## config.mk

```make
export PLATFORM = sky130hd
export DESIGN_NAME = ahb3lite_dma_master_arb
export DESIGN_NICKNAME = d
export VERILOG_FILES = /design/src/rtl/ahb3lite_pkg.sv /design/src/rtl/ahb3lite_dma_arb_port.sv /design/src/rtl/ahb3lite_dma_master_arb.sv
export SDC_FILE = /design/constraint.sdc
export NUM_CORES = 1
export LEC_CHECK = 0
export ABC_AREA = 1
export CORE_AREA = 2 2 133 135
export DETAILED_ROUTE_END_ITERATION = 7
export DIE_AREA = 0 0 135 137
export GPL_TIMING_DRIVEN = 1
export PLACE_DENSITY = 0.83
export SLEW_MARGIN = 0
export SYNTH_ARGS = -nofsm -noshare
export SYNTH_HDL_FRONTEND = slang
export SYNTH_SLANG_ARGS = --single-unit
```

## constraint.sdc

```tcl
create_clock -name clk_i -period 7.76 [get_ports clk_i]
set_input_delay 1.552 -clock clk_i [delete_from_list [all_inputs] [get_ports clk_i]]
set_output_delay 1.552 -clock clk_i [all_outputs]
set_load 0.005 [all_outputs]
```

## src/rtl/ahb3lite_pkg.sv

```systemverilog
// AHB3-Lite encodings shared by the DMA master arbiter and its port slices.
package ahb3lite_pkg;

   localparam logic [1:0] HTRANS_IDLE   = 2'b00;
   localparam logic [1:0] HTRANS_BUSY   = 2'b01;
   localparam logic [1:0] HTRANS_NONSEQ = 2'b10;
   localparam logic [1:0] HTRANS_SEQ    = 2'b11;

   localparam logic [2:0] HBURST_SINGLE = 3'b000;

   localparam logic       HRESP_OKAY    = 1'b0;
   localparam logic       HRESP_ERROR   = 1'b1;

   // NONSEQ and SEQ carry an address; IDLE and BUSY do not.
   function automatic logic htrans_active(input logic [1:0] t);
      return t[1];
   endfunction

endpackage

```

## src/rtl/ahb3lite_dma_arb_port.sv

```systemverilog
// One upstream port slice: a single-entry address hold register that parks a
// losing master's address phase, the live/held source mux and the request flag.
module ahb3lite_dma_arb_port
   import ahb3lite_pkg::*;
#(
   parameter int HADDR_SIZE = 32
)(
   input  logic                  clk_i,
   input  logic                  rst_n_i,
   input  logic                  hsel_i,
   input  logic [HADDR_SIZE-1:0] haddr_i,
   input  logic                  hwrite_i,
   input  logic [2:0]            hsize_i,
   input  logic [2:0]            hburst_i,
   input  logic [3:0]            hprot_i,
   input  logic [1:0]            htrans_i,
   input  logic                  hready_i,   // this port's own HREADY towards its master
   input  logic                  grant_i,    // this port's source was accepted on the bus
   output logic [HADDR_SIZE-1:0] src_haddr_o,
   output logic                  src_hwrite_o,
   output logic [2:0]            src_hsize_o,
   output logic [2:0]            src_hburst_o,
   output logic [3:0]            src_hprot_o,
   output logic [1:0]            src_htrans_o,
   output logic                  req_o,
   output logic                  hold_vld_o
);

   logic                  hold_vld_q;
   logic [HADDR_SIZE-1:0] hold_haddr_q;
   logic                  hold_hwrite_q;
   logic [2:0]            hold_hsize_q;
   logic [2:0]            hold_hburst_q;
   logic [3:0]            hold_hprot_q;
   logic [1:0]            hold_htrans_q;
   logic                  live_req;
   logic                  capture;

   // A master that has deselected the bus is not requesting it.
   assign live_req = hsel_i & htrans_active(htrans_i);

   // The master saw HREADY high, so its address phase ends this cycle; park it
   // unless the bus is taking it right now.
   assign capture  = hready_i & live_req & ~hold_vld_q & ~grant_i;

   // Hold valid flag: set on capture, dropped once the held address is accepted.
   always_ff @(posedge clk_i or negedge rst_n_i) begin
      if (!rst_n_i) begin
         hold_vld_q <= 1'b0;
      end else if (capture) begin
         hold_vld_q <= 1'b1;
      end else if (grant_i && hold_vld_q) begin
         hold_vld_q <= 1'b0;
      end
   end

   // Held address-phase fields; only meaningful while hold_vld_q is set.
   always_ff @(posedge clk_i) begin
      if (capture) begin
         hold_haddr_q  <= haddr_i;
         hold_hwrite_q <= hwrite_i;
         hold_hsize_q  <= hsize_i;
         hold_hburst_q <= hburst_i;
         hold_hprot_q  <= hprot_i;
         hold_htrans_q <= htrans_i;
      end
   end

   assign src_haddr_o  = hold_vld_q ? hold_haddr_q  : haddr_i;
   assign src_hwrite_o = hold_vld_q ? hold_hwrite_q : hwrite_i;
   assign src_hsize_o  = hold_vld_q ? hold_hsize_q  : hsize_i;
   assign src_hburst_o = hold_vld_q ? hold_hburst_q : hburst_i;
   assign src_hprot_o  = hold_vld_q ? hold_hprot_q  : hprot_i;
   assign src_htrans_o = hold_vld_q ? hold_htrans_q : htrans_i;
   assign req_o        = hold_vld_q ? htrans_active(hold_htrans_q) : live_req;
   assign hold_vld_o   = hold_vld_q;

endmodule

```

## src/rtl/ahb3lite_dma_master_arb.sv

```systemverilog
// Two-port AHB3-Lite master arbiter sharing one master bus between the DMA
// core's m0/m1 interfaces. Arbitrates only at transfer/burst boundaries.
// Build option AHB3LITE_DMA_ARB_RR_EN: round-robin tie-break; when undefined
// port 0 always wins ties. Burst locking is identical in both builds.
module ahb3lite_dma_master_arb
   import ahb3lite_pkg::*;
#(
   parameter int HADDR_SIZE = 32,
   parameter int HDATA_SIZE = 32
)(
   input  logic                  clk_i,
   input  logic                  rst_n_i,
   input  logic                  p0HSEL,
   input  logic [HADDR_SIZE-1:0] p0HADDR,
   input  logic [HDATA_SIZE-1:0] p0HWDATA,
   input  logic                  p0HWRITE,
   input  logic [2:0]            p0HSIZE,
   input  logic [2:0]            p0HBURST,
   input  logic [3:0]            p0HPROT,
   input  logic [1:0]            p0HTRANS,
   output logic [HDATA_SIZE-1:0] p0HRDATA,
   output logic                  p0HREADY,
   output logic                  p0HRESP,
   input  logic                  p1HSEL,
   input  logic [HADDR_SIZE-1:0] p1HADDR,
   input  logic [HDATA_SIZE-1:0] p1HWDATA,
   input  logic                  p1HWRITE,
   input  logic [2:0]            p1HSIZE,
   input  logic [2:0]            p1HBURST,
   input  logic [3:0]            p1HPROT,
   input  logic [1:0]            p1HTRANS,
   output logic [HDATA_SIZE-1:0] p1HRDATA,
   output logic                  p1HREADY,
   output logic                  p1HRESP,
   output logic                  mHSEL,
   output logic [HADDR_SIZE-1:0] mHADDR,
   output logic [HDATA_SIZE-1:0] mHWDATA,
   output logic                  mHWRITE,
   output logic [2:0]            mHSIZE,
   output logic [2:0]            mHBURST,
   output logic [3:0]            mHPROT,
   output logic [1:0]            mHTRANS,
   input  logic [HDATA_SIZE-1:0] mHRDATA,
   input  logic                  mHREADY,
   input  logic                  mHRESP,
   output logic                  mHREADYOUT
);

   logic [HADDR_SIZE-1:0] src_haddr  [2];
   logic                  src_hwrite [2];
   logic [2:0]            src_hsize  [2];
   logic [2:0]            src_hburst [2];
   logic [3:0]            src_hprot  [2];
   logic [1:0]            src_htrans [2];
   logic [1:0]            req;
   logic [1:0]            hold_vld;
   logic [1:0]            grant;

   logic last_owner_q, last_owner_d;
   logic data_owner_q, data_owner_d;
   logic data_valid_q, data_valid_d;
   logic burst_lock_q, burst_lock_d;
   logic lock_win;
   logic winner;
   logic accept;

   ahb3lite_dma_arb_port #(.HADDR_SIZE(HADDR_SIZE)) u_port0 (
      .clk_i        (clk_i),
      .rst_n_i      (rst_n_i),
      .hsel_i       (p0HSEL),
      .haddr_i      (p0HADDR),
      .hwrite_i     (p0HWRITE),
      .hsize_i      (p0HSIZE),
      .hburst_i     (p0HBURST),
      .hprot_i      (p0HPROT),
      .htrans_i     (p0HTRANS),
      .hready_i     (p0HREADY),
      .grant_i      (grant[0]),
      .src_haddr_o  (src_haddr[0]),
      .src_hwrite_o (src_hwrite[0]),
      .src_hsize_o  (src_hsize[0]),
      .src_hburst_o (src_hburst[0]),
      .src_hprot_o  (src_hprot[0]),
      .src_htrans_o (src_htrans[0]),
      .req_o        (req[0]),
      .hold_vld_o   (hold_vld[0])
   );

   ahb3lite_dma_arb_port #(.HADDR_SIZE(HADDR_SIZE)) u_port1 (
      .clk_i        (clk_i),
      .rst_n_i      (rst_n_i),
      .hsel_i       (p1HSEL),
      .haddr_i      (p1HADDR),
      .hwrite_i     (p1HWRITE),
      .hsize_i      (p1HSIZE),
      .hburst_i     (p1HBURST),
      .hprot_i      (p1HPROT),
      .htrans_i     (p1HTRANS),
      .hready_i     (p1HREADY),
      .grant_i      (grant[1]),
      .src_haddr_o  (src_haddr[1]),
      .src_hwrite_o (src_hwrite[1]),
      .src_hsize_o  (src_hsize[1]),
      .src_hburst_o (src_hburst[1]),
      .src_hprot_o  (src_hprot[1]),
      .src_htrans_o (src_htrans[1]),
      .req_o        (req[1]),
      .hold_vld_o   (hold_vld[1])
   );

   // Winner: a locked burst owner continuing with SEQ/BUSY keeps the bus,
   // otherwise the single requester, otherwise the tie-break.
   always_comb begin
      lock_win = burst_lock_q &&
                 ((src_htrans[last_owner_q] == HTRANS_SEQ) ||
                  (src_htrans[last_owner_q] == HTRANS_BUSY));
      winner   = last_owner_q;
      if (!lock_win) begin
         if (req[0] && req[1]) begin
`ifdef AHB3LITE_DMA_ARB_RR_EN
            winner = ~last_owner_q;
`else
            winner = 1'b0;
`endif
         end else if (req[0]) begin
            winner = 1'b0;
         end else if (req[1]) begin
            winner = 1'b1;
         end
      end
   end

   // Transfer type: IDLE under reset or with nobody to serve.
   always_comb begin
      mHTRANS = HTRANS_IDLE;
      if (rst_n_i && (lock_win || req[winner])) begin
         mHTRANS = src_htrans[winner];
      end
   end

   assign mHSEL      = mHTRANS[1];
   assign mHADDR     = src_haddr[winner];
   assign mHWRITE    = src_hwrite[winner];
   assign mHSIZE     = src_hsize[winner];
   assign mHBURST    = src_hburst[winner];
   assign mHPROT     = src_hprot[winner];
   assign mHWDATA    = data_owner_q ? p1HWDATA : p0HWDATA;
   assign mHREADYOUT = mHREADY;

   assign accept   = mHREADY & htrans_active(mHTRANS);
   assign grant[0] = accept & ~winner;
   assign grant[1] = accept &  winner;

   assign p0HRDATA = mHRDATA;
   assign p1HRDATA = mHRDATA;
   assign p0HREADY = (data_valid_q && !data_owner_q) ? mHREADY : ~hold_vld[0];
   assign p1HREADY = (data_valid_q &&  data_owner_q) ? mHREADY : ~hold_vld[1];
   assign p0HRESP  = (data_valid_q && !data_owner_q) ? mHRESP  : HRESP_OKAY;
   assign p1HRESP  = (data_valid_q &&  data_owner_q) ? mHRESP  : HRESP_OKAY;

   // Next state for ownership, data-phase tracking and burst lock.
   always_comb begin
      last_owner_d = last_owner_q;
      data_owner_d = data_owner_q;
      data_valid_d = data_valid_q;
      burst_lock_d = burst_lock_q;
      if (mHREADY) begin
         data_valid_d = accept;
      end
      if (accept) begin
         last_owner_d = winner;
         data_owner_d = winner;
      end
      if (accept && (mHTRANS == HTRANS_NONSEQ) && (mHBURST != HBURST_SINGLE)) begin
         burst_lock_d = 1'b1;
      end else if (mHREADY && ((src_htrans[last_owner_q] == HTRANS_IDLE) ||
                               (src_htrans[last_owner_q] == HTRANS_NONSEQ))) begin
         burst_lock_d = 1'b0;
      end
   end

   // Control state; last_owner resets to 1 so port 0 takes the first tie.
   always_ff @(posedge clk_i or negedge rst_n_i) begin
      if (!rst_n_i) begin
         last_owner_q <= 1'b1;
         data_owner_q <= 1'b0;
         data_valid_q <= 1'b0;
         burst_lock_q <= 1'b0;
      end else begin
         last_owner_q <= last_owner_d;
         data_owner_q <= data_owner_d;
         data_valid_q <= data_valid_d;
         burst_lock_q <= burst_lock_d;
      end
   end

endmodule

```

## Word-level counts from Yosys, hierarchy flattened

Index checks and enable logic that the tools add are counted.

- Flip-flop bits (word level): 96
- Input port bits: 192
- Output and inout port bits: 147

- Multiplexer cells: 53
- Bitwise logic cells: 18
- Reduce and logical (&&, ||, !) cells: 19
- $lt $le $gt $ge: 3
- Equal/unequal tests: 4

Operators with widths:

| kind | count |
|---|---|
| 32-bit 2-to-1 mux | 6 |
| 3-bit 2-to-1 mux | 10 |
| 1-bit 2-to-1 mux | 23 |
| 4-bit 2-to-1 mux | 5 |
| 2-bit 2-to-1 mux | 9 |
| 1-bit AND | 11 |
| 1-bit logical AND | 10 |
| 2-bit equality test, second input constant | 3 |
| 2-bit nonzero test | 3 |
| 1-bit NOT | 5 |
| 2-bit >= comparator, second input constant | 2 |
| 1-bit NOT with 2-bit output | 2 |
| 1-bit logical OR | 3 |
| 3-bit nonzero test | 1 |
| 2-bit by 1-bit equality test with 1-bit output, second input constant | 1 |
| 2-bit zero test | 1 |
| 1-bit by 2-bit < comparator with 1-bit output, second input constant | 1 |
| 1-bit zero test | 1 |

## Depth between registers and ports, before layout

- Depth after elaboration: 18
- Mapped depth: 13
- Depth with buffers taken out: 13

## Modules after synthesis

Synthesis repeated with hierarchy kept, for this count alone.

- Cells, all modules: 776
- Area, all modules: 5,920.7 µm²

Modules (own cells, without submodules):

| module | cells each | instances | area an instance (µm²) |
|---|---|---|---|
| ahb3lite_dma_arb_port | 203 | 2 | 2,035.7 |
| ahb3lite_dma_master_arb | 370 | 1 | 1,849.3 |

## Worst setup path before layout

No wires, ideal clock.

- Kind: in2reg
- Start: in p0HTRANS[0]
- End: reg u_port0.hold_haddr_q[0] (enable)
- Library setup time: 0.448 ns
- Slack: 3.172 ns
- Data required time: 7.312 ns
- Stages on the path: 9
- Arrival: 4.140 ns
- Cells stage by stage: nand2_1 > nand3_1 > nand3_1 > nand2_2 > nand2_4 > nand2_1 > nand4_1 > nor2_1 > nor2_1

- Word-level cells in the longest chain between the ends: 17

Ends and longest elaborated chain:

| item | RTL line | source |
|---|---|---|
| from (decl) | ahb3lite_dma_master_arb.sv:20 | `input logic [1:0] p0HTRANS,` |
| 2-bit 2-to-1 mux * | ahb3lite_dma_arb_port.sv:74 | `assign src_htrans_o = hold_vld_q ? hold_htrans_q : htrans_i;` |
| 2-bit 2-to-1 mux (implied by the code) * (3 in a row) | ahb3lite_dma_master_arb.sv:115, ahb3lite_dma_master_arb.sv:116 |  |
| 2-bit equality test / 2-bit by 1-bit equality test with 1-bit output (equally long branches) | ahb3lite_dma_master_arb.sv:115, ahb3lite_dma_master_arb.sv:116 |  |
| 1-bit logical OR * | ahb3lite_dma_master_arb.sv:115 | `((src_htrans[last_owner_q] == HTRANS_SEQ) \|\|` |
| 1-bit logical AND * | ahb3lite_dma_master_arb.sv:114 | `lock_win = burst_lock_q &&` |
| 1-bit 2-to-1 mux | ahb3lite_dma_master_arb.sv:118 | `if (!lock_win) begin` |
| 1-bit NOT with 2-bit output (implied by the code) / 1-bit 2-to-1 mux (equally long branches) | ahb3lite_dma_master_arb.sv:137, ahb3lite_dma_master_arb.sv:136 |  |
| 2-bit 2-to-1 mux (implied by the code) / 1-bit 2-to-1 mux (equally long branches) | ahb3lite_dma_master_arb.sv:137, ahb3lite_dma_master_arb.sv:136 |  |
| 2-bit 2-to-1 mux (implied by the code) / 1-bit logical OR (equally long branches) | ahb3lite_dma_master_arb.sv:137, ahb3lite_dma_master_arb.sv:136 |  |
| 2-bit 2-to-1 mux (implied by the code) / 1-bit logical AND (equally long branches) | ahb3lite_dma_master_arb.sv:137, ahb3lite_dma_master_arb.sv:136 |  |
| 2-bit 2-to-1 mux | ahb3lite_dma_master_arb.sv:136 | `if (rst_n_i && (lock_win \|\| req[winner])) begin` |
| 1-bit AND | ahb3lite_dma_master_arb.sv:150 | `assign accept = mHREADY & htrans_active(mHTRANS);` |
| 1-bit AND * | ahb3lite_dma_master_arb.sv:151 | `assign grant[0] = accept & ~winner;` |
| 1-bit NOT * | ahb3lite_dma_arb_port.sv:44 | `assign capture = hready_i & live_req & ~hold_vld_q & ~grant_i;` |
| 1-bit AND * | ahb3lite_dma_arb_port.sv:44 |  |
| named net u_port0.capture | ahb3lite_dma_arb_port.sv:37 | `logic capture;` |
| to (signal assigned) | ahb3lite_dma_arb_port.sv:60 | `hold_haddr_q <= haddr_i;` |
| to (decl) | ahb3lite_dma_arb_port.sv:30 | `logic [HADDR_SIZE-1:0] hold_haddr_q;` |

Mark *: on every way through the listed nets, which the timed path passes. The rest lies on a longest branch. The select of a mux whose other input is x is not followed.
A chain may end at the register's enable or synchronous reset.

## Worst setup path after layout

- Start: in p0HTRANS[1]
- End: out mHADDR[17]

- Word-level cells in the longest chain between the ends: 12

Ends and longest elaborated chain:

| item | RTL line | source |
|---|---|---|
| 2-bit 2-to-1 mux | ahb3lite_dma_arb_port.sv:74 |  |
| 2-bit 2-to-1 mux (implied by the code) (3 in a row) | ahb3lite_dma_master_arb.sv:115, ahb3lite_dma_master_arb.sv:116 |  |
| 2-bit equality test / 2-bit by 1-bit equality test with 1-bit output (equally long branches) | ahb3lite_dma_master_arb.sv:115, ahb3lite_dma_master_arb.sv:116 |  |
| 1-bit logical OR | ahb3lite_dma_master_arb.sv:115 |  |
| 1-bit logical AND | ahb3lite_dma_master_arb.sv:114 |  |
| 1-bit 2-to-1 mux * | ahb3lite_dma_master_arb.sv:118 |  |
| 1-bit NOT with 2-bit output (implied by the code) * | ahb3lite_dma_master_arb.sv:142 | `assign mHADDR = src_haddr[winner];` |
| 32-bit 2-to-1 mux (implied by the code) * (3 in a row) | ahb3lite_dma_master_arb.sv:142 |  |
| to (decl) | ahb3lite_dma_master_arb.sv:36 | `output logic [HADDR_SIZE-1:0] mHADDR,` |

Mark *: on every way between the ends. The rest lies on a longest branch, timed or not. The select of a mux whose other input is x is not followed.

==> flow_summary.toml <==
[clocking]
holdBufCountCts = 0
cts_root_buf = "clkbuf_16"
clk_pin_slew_ns = 0.07
h-tree-depth = 3
cts_buffer_depth = 2
clock_latency_ns = 0.34
numClockSinks = 96
ctsResizeCount = 0
cts_setup_buffers = 0
cts_made_buffers = 9
cts_tree = "built"

[timing]
fin_crit_ns = 6.09
maxSlewViolCount = 0
finalSetupViolCount = 0
fmax_mhz = 164
hold-worst-slack_ns = 0.543
relSlewSlack = 0.261
skew_ns = 0.0110
rsz0062_at_grt = "no"
setup-tns-final_ns = 0
hold_viol_final = 0
tightest_slew_ns = 1.11
period_share = 0.784

[setup_path]
critPathKind = "in -> out"
crit_fanout = 70
reg2reg_depth = 13
r2r-end = "u_port0.hold_htrans_q[1]$_DFFE_PP_"
crit_end = "mHADDR[17]"
path_cells = "clkdlybuf4s50_1 -> nand3_1 -> nand2_1 -> inv_1 -> nand2_1 -> nand2_2 -> nand2_4 -> buf_4 -> o211ai_2 -> o21ai_2 -> clkdlybuf4s50_1"
crit_buf_inv = 4
cp.required_ns = 6.21
crit_slowest_cell = "nand2_4"
reg2reg_slack_ns = 3.50
worst-path-stages = 11
cp-end-kind = "primary output"
crit_start = "p0HTRANS[1]"
arrival_ns = 4.53
max_stage_delay_ns = 0.77
startpoint_type = "primary input"
reg2reg_from = "u_port0.hold_vld_o$_DFFE_PN0P_"
cp_top_family = "buffers and inverters"

[global_route]
antenna_found_initial = 6
grt_max_degree = 71
grt_pass1_wl_um = 24400
globalRouteOverflowTotal = 0
grt_usage = 0.172
first_global_vias = 4440

[power]
combPwrFrac = 0.599
swShare = 0.372
switching_power_uw = 1080
intPower_uw = 1830
p_clk_frac = 0.164
powerDensity_mw_per_mm2 = 352
ir_worst_vdd_uv = 227
p_leak_uw = 0.00326
seqPwrFrac = 0.237

[routing]
drt-wirelength-per-cell_um = 17.0
drt_iter0_drc = 166
vias_per_cell = 4.68
via_count = 4465
dr.pass1.iters = 5
postRouteAntennaNets = 0
remaining_drc_errors = 0
wirelength_um = 16200

[cells_and_area]
synthToLayoutAreaGrowth_pct = 40.3
final_area_mm2 = 0.00827
drive_above_1_share = 0.207
fin_nets = 914
utilization = 0.485

[synthesis]
syn_inst = 561
netlist_area_mm2 = 0.00589
syn_nets = 753
ys_seq_area_frac = 0.484
synth_edf_count = 90
synth_seq_cells = 96
yosys_warnings = 0
synth_top_flop_cell = "edfxtp_1"
ys_types = 26
syn_avg_cell_area_um2 = 10.5
async_flop_share = 0.0625

[floorplan]
die_area_mm2 = 0.0185
die_w_um = 135
row_count = 48
die_h_um = 137
core_mm2 = 0.0171
initial_core_util = 0.346
num_io_pins = 339

[job]
maxCapViolCount = 0

[min_path]
hp-class = "reg -> reg"

[place]
post_dp_cell_area_mm2 = 0.00794
dp_hpwl_um = 12200
gp_congestion = 0.833
port_buffers = 242

[status]
status = "finished clean"
==> synthesized netlist by cell type (all sizes together) (5+ instances only) <==
| cell | instances | share of area |
|---|---|---|
| inv | 24 | 0.015 |
| clkbuf | 11 | 0.0070 |
| nand3 | 12 | 0.010 |
| edfxtp | 90 | 0.46 |
| buf | 86 | 0.11 |
| or2 | 40 | 0.042 |
| mux2i | 40 | 0.068 |
| o211ai | 40 | 0.085 |
| nor2 | 11 | 0.0070 |
| dfrtp | 5 | 0.021 |
| nand2 | 146 | 0.095 |
| o21ai | 49 | 0.068 |
==> power by group through the flow <==
stage	combinational, uW	sequential, uW	clock (uW)
detailed placement	1770	704	0
finish	1740	692	478
floorplan	1090	656	0
global route	1900	702	509
global placement	1750	701	0
CTS	1780	693	492
==> stage by stage <==
stage	std cells	setup WS [ns]	total power, uW
global placement	936	1.74	2450
floorplan	561	3.17	1740
global route	952	1.47	3110
finish	955	1.67	2910
detailed placement	936	1.66	2470
CTS	951	1.67	2960
==> metal layers <==
metal / share of wire / GRT usage
met1: 0.38 / 0.193
met2: 0.49 / 0.288
met3: 0.10 / 0.0711
met4: 0.026 / 0.0758
met5: 0.0016 / 0
==> cell usage in the layout (no fill, tap or decap), types with 2 or more instances in the layout <==
cell type / n
nand4_1: 3
mux2i_1: 40
inv_1: 22
buf_4: 5
clkdlybuf4s50_1: 242
or2_2: 40
bufinv_16: 2
clkinvlp_4: 3
nand2_1: 143
nand2_2: 2
o21ai_0: 6
o21ai_1: 2
dfrtp_2: 2
nor2_1: 10
o21ai_2: 41
nand3_1: 12
dfrtp_1: 3
inv_2: 2
clkbuf_16: 9
edfxtp_1: 90
o211ai_2: 40
diode_2: 4
==> registers in the layout, indices dropped and copies added (netlist names) <==
register               flops
u_port0.hold_hsize_q       3
u_port1.hold_htrans_q      2
u_port0.hold_hprot_q       4
u_port0.hold_haddr_q      32
u_port0.hold_htrans_q      2
u_port1.hold_haddr_q      32
u_port1.hold_hprot_q       4
u_port1.hold_hwrite_q      1
last_owner_q               1
u_port1.hold_vld_o         1
burst_lock_q               1
u_port1.hold_hsize_q       3
data_owner_q               1
u_port0.hold_hwrite_q      1
u_port0.hold_hburst_q      3
u_port1.hold_hburst_q      3
u_port0.hold_vld_o         1
data_valid_q               1
==> logic make-up after synthesis <==
group,Yosys count,share of synthesized area
DFF,96,0.484
buffers and inverters,122,0.135
and+or+nand+nor,213,0.159
AOI/OAI and AO/OA,90,0.154
muxes,40,0.0679
==> worst min path at each step <==
stage	startpoint	endpoint	slack, ns	cells after the start
2_1_floorplan	data_valid_q$_DFFE_PN0P_	data_valid_q$_DFFE_PN0P_	0.49	2
3_3_place_gp	data_valid_q$_DFFE_PN0P_	data_valid_q$_DFFE_PN0P_	0.51	2
3_5_place_dp	data_valid_q$_DFFE_PN0P_	data_valid_q$_DFFE_PN0P_	0.53	2
4_1_cts	data_valid_q$_DFFE_PN0P_	data_valid_q$_DFFE_PN0P_	0.54	2
5_1_grt	data_valid_q$_DFFE_PN0P_	data_valid_q$_DFFE_PN0P_	0.57	2
6_report	data_valid_q$_DFFE_PN0P_	data_valid_q$_DFFE_PN0P_	0.54	2
==> worst reg2reg max path: cells and delay by family, from the launching register on <==
family        cells  cell delay [ns]
simple gates      9             2.14
buf+inv           4             1.37
flops             1             0.40
==> final cells by class <==
cell class              instances  area [um2]
fillers                      1551        8790
well taps                     225         282
flip-flops and latches         96        2860
clock inverters                 6        93.8
repair buffers                247        2460
diodes                          4        10.0
inverters                      25        93.8
multi-input cells             343        2250
clock buffers                   9         225
Note: power is estimated with default switching activity, not from simulation.
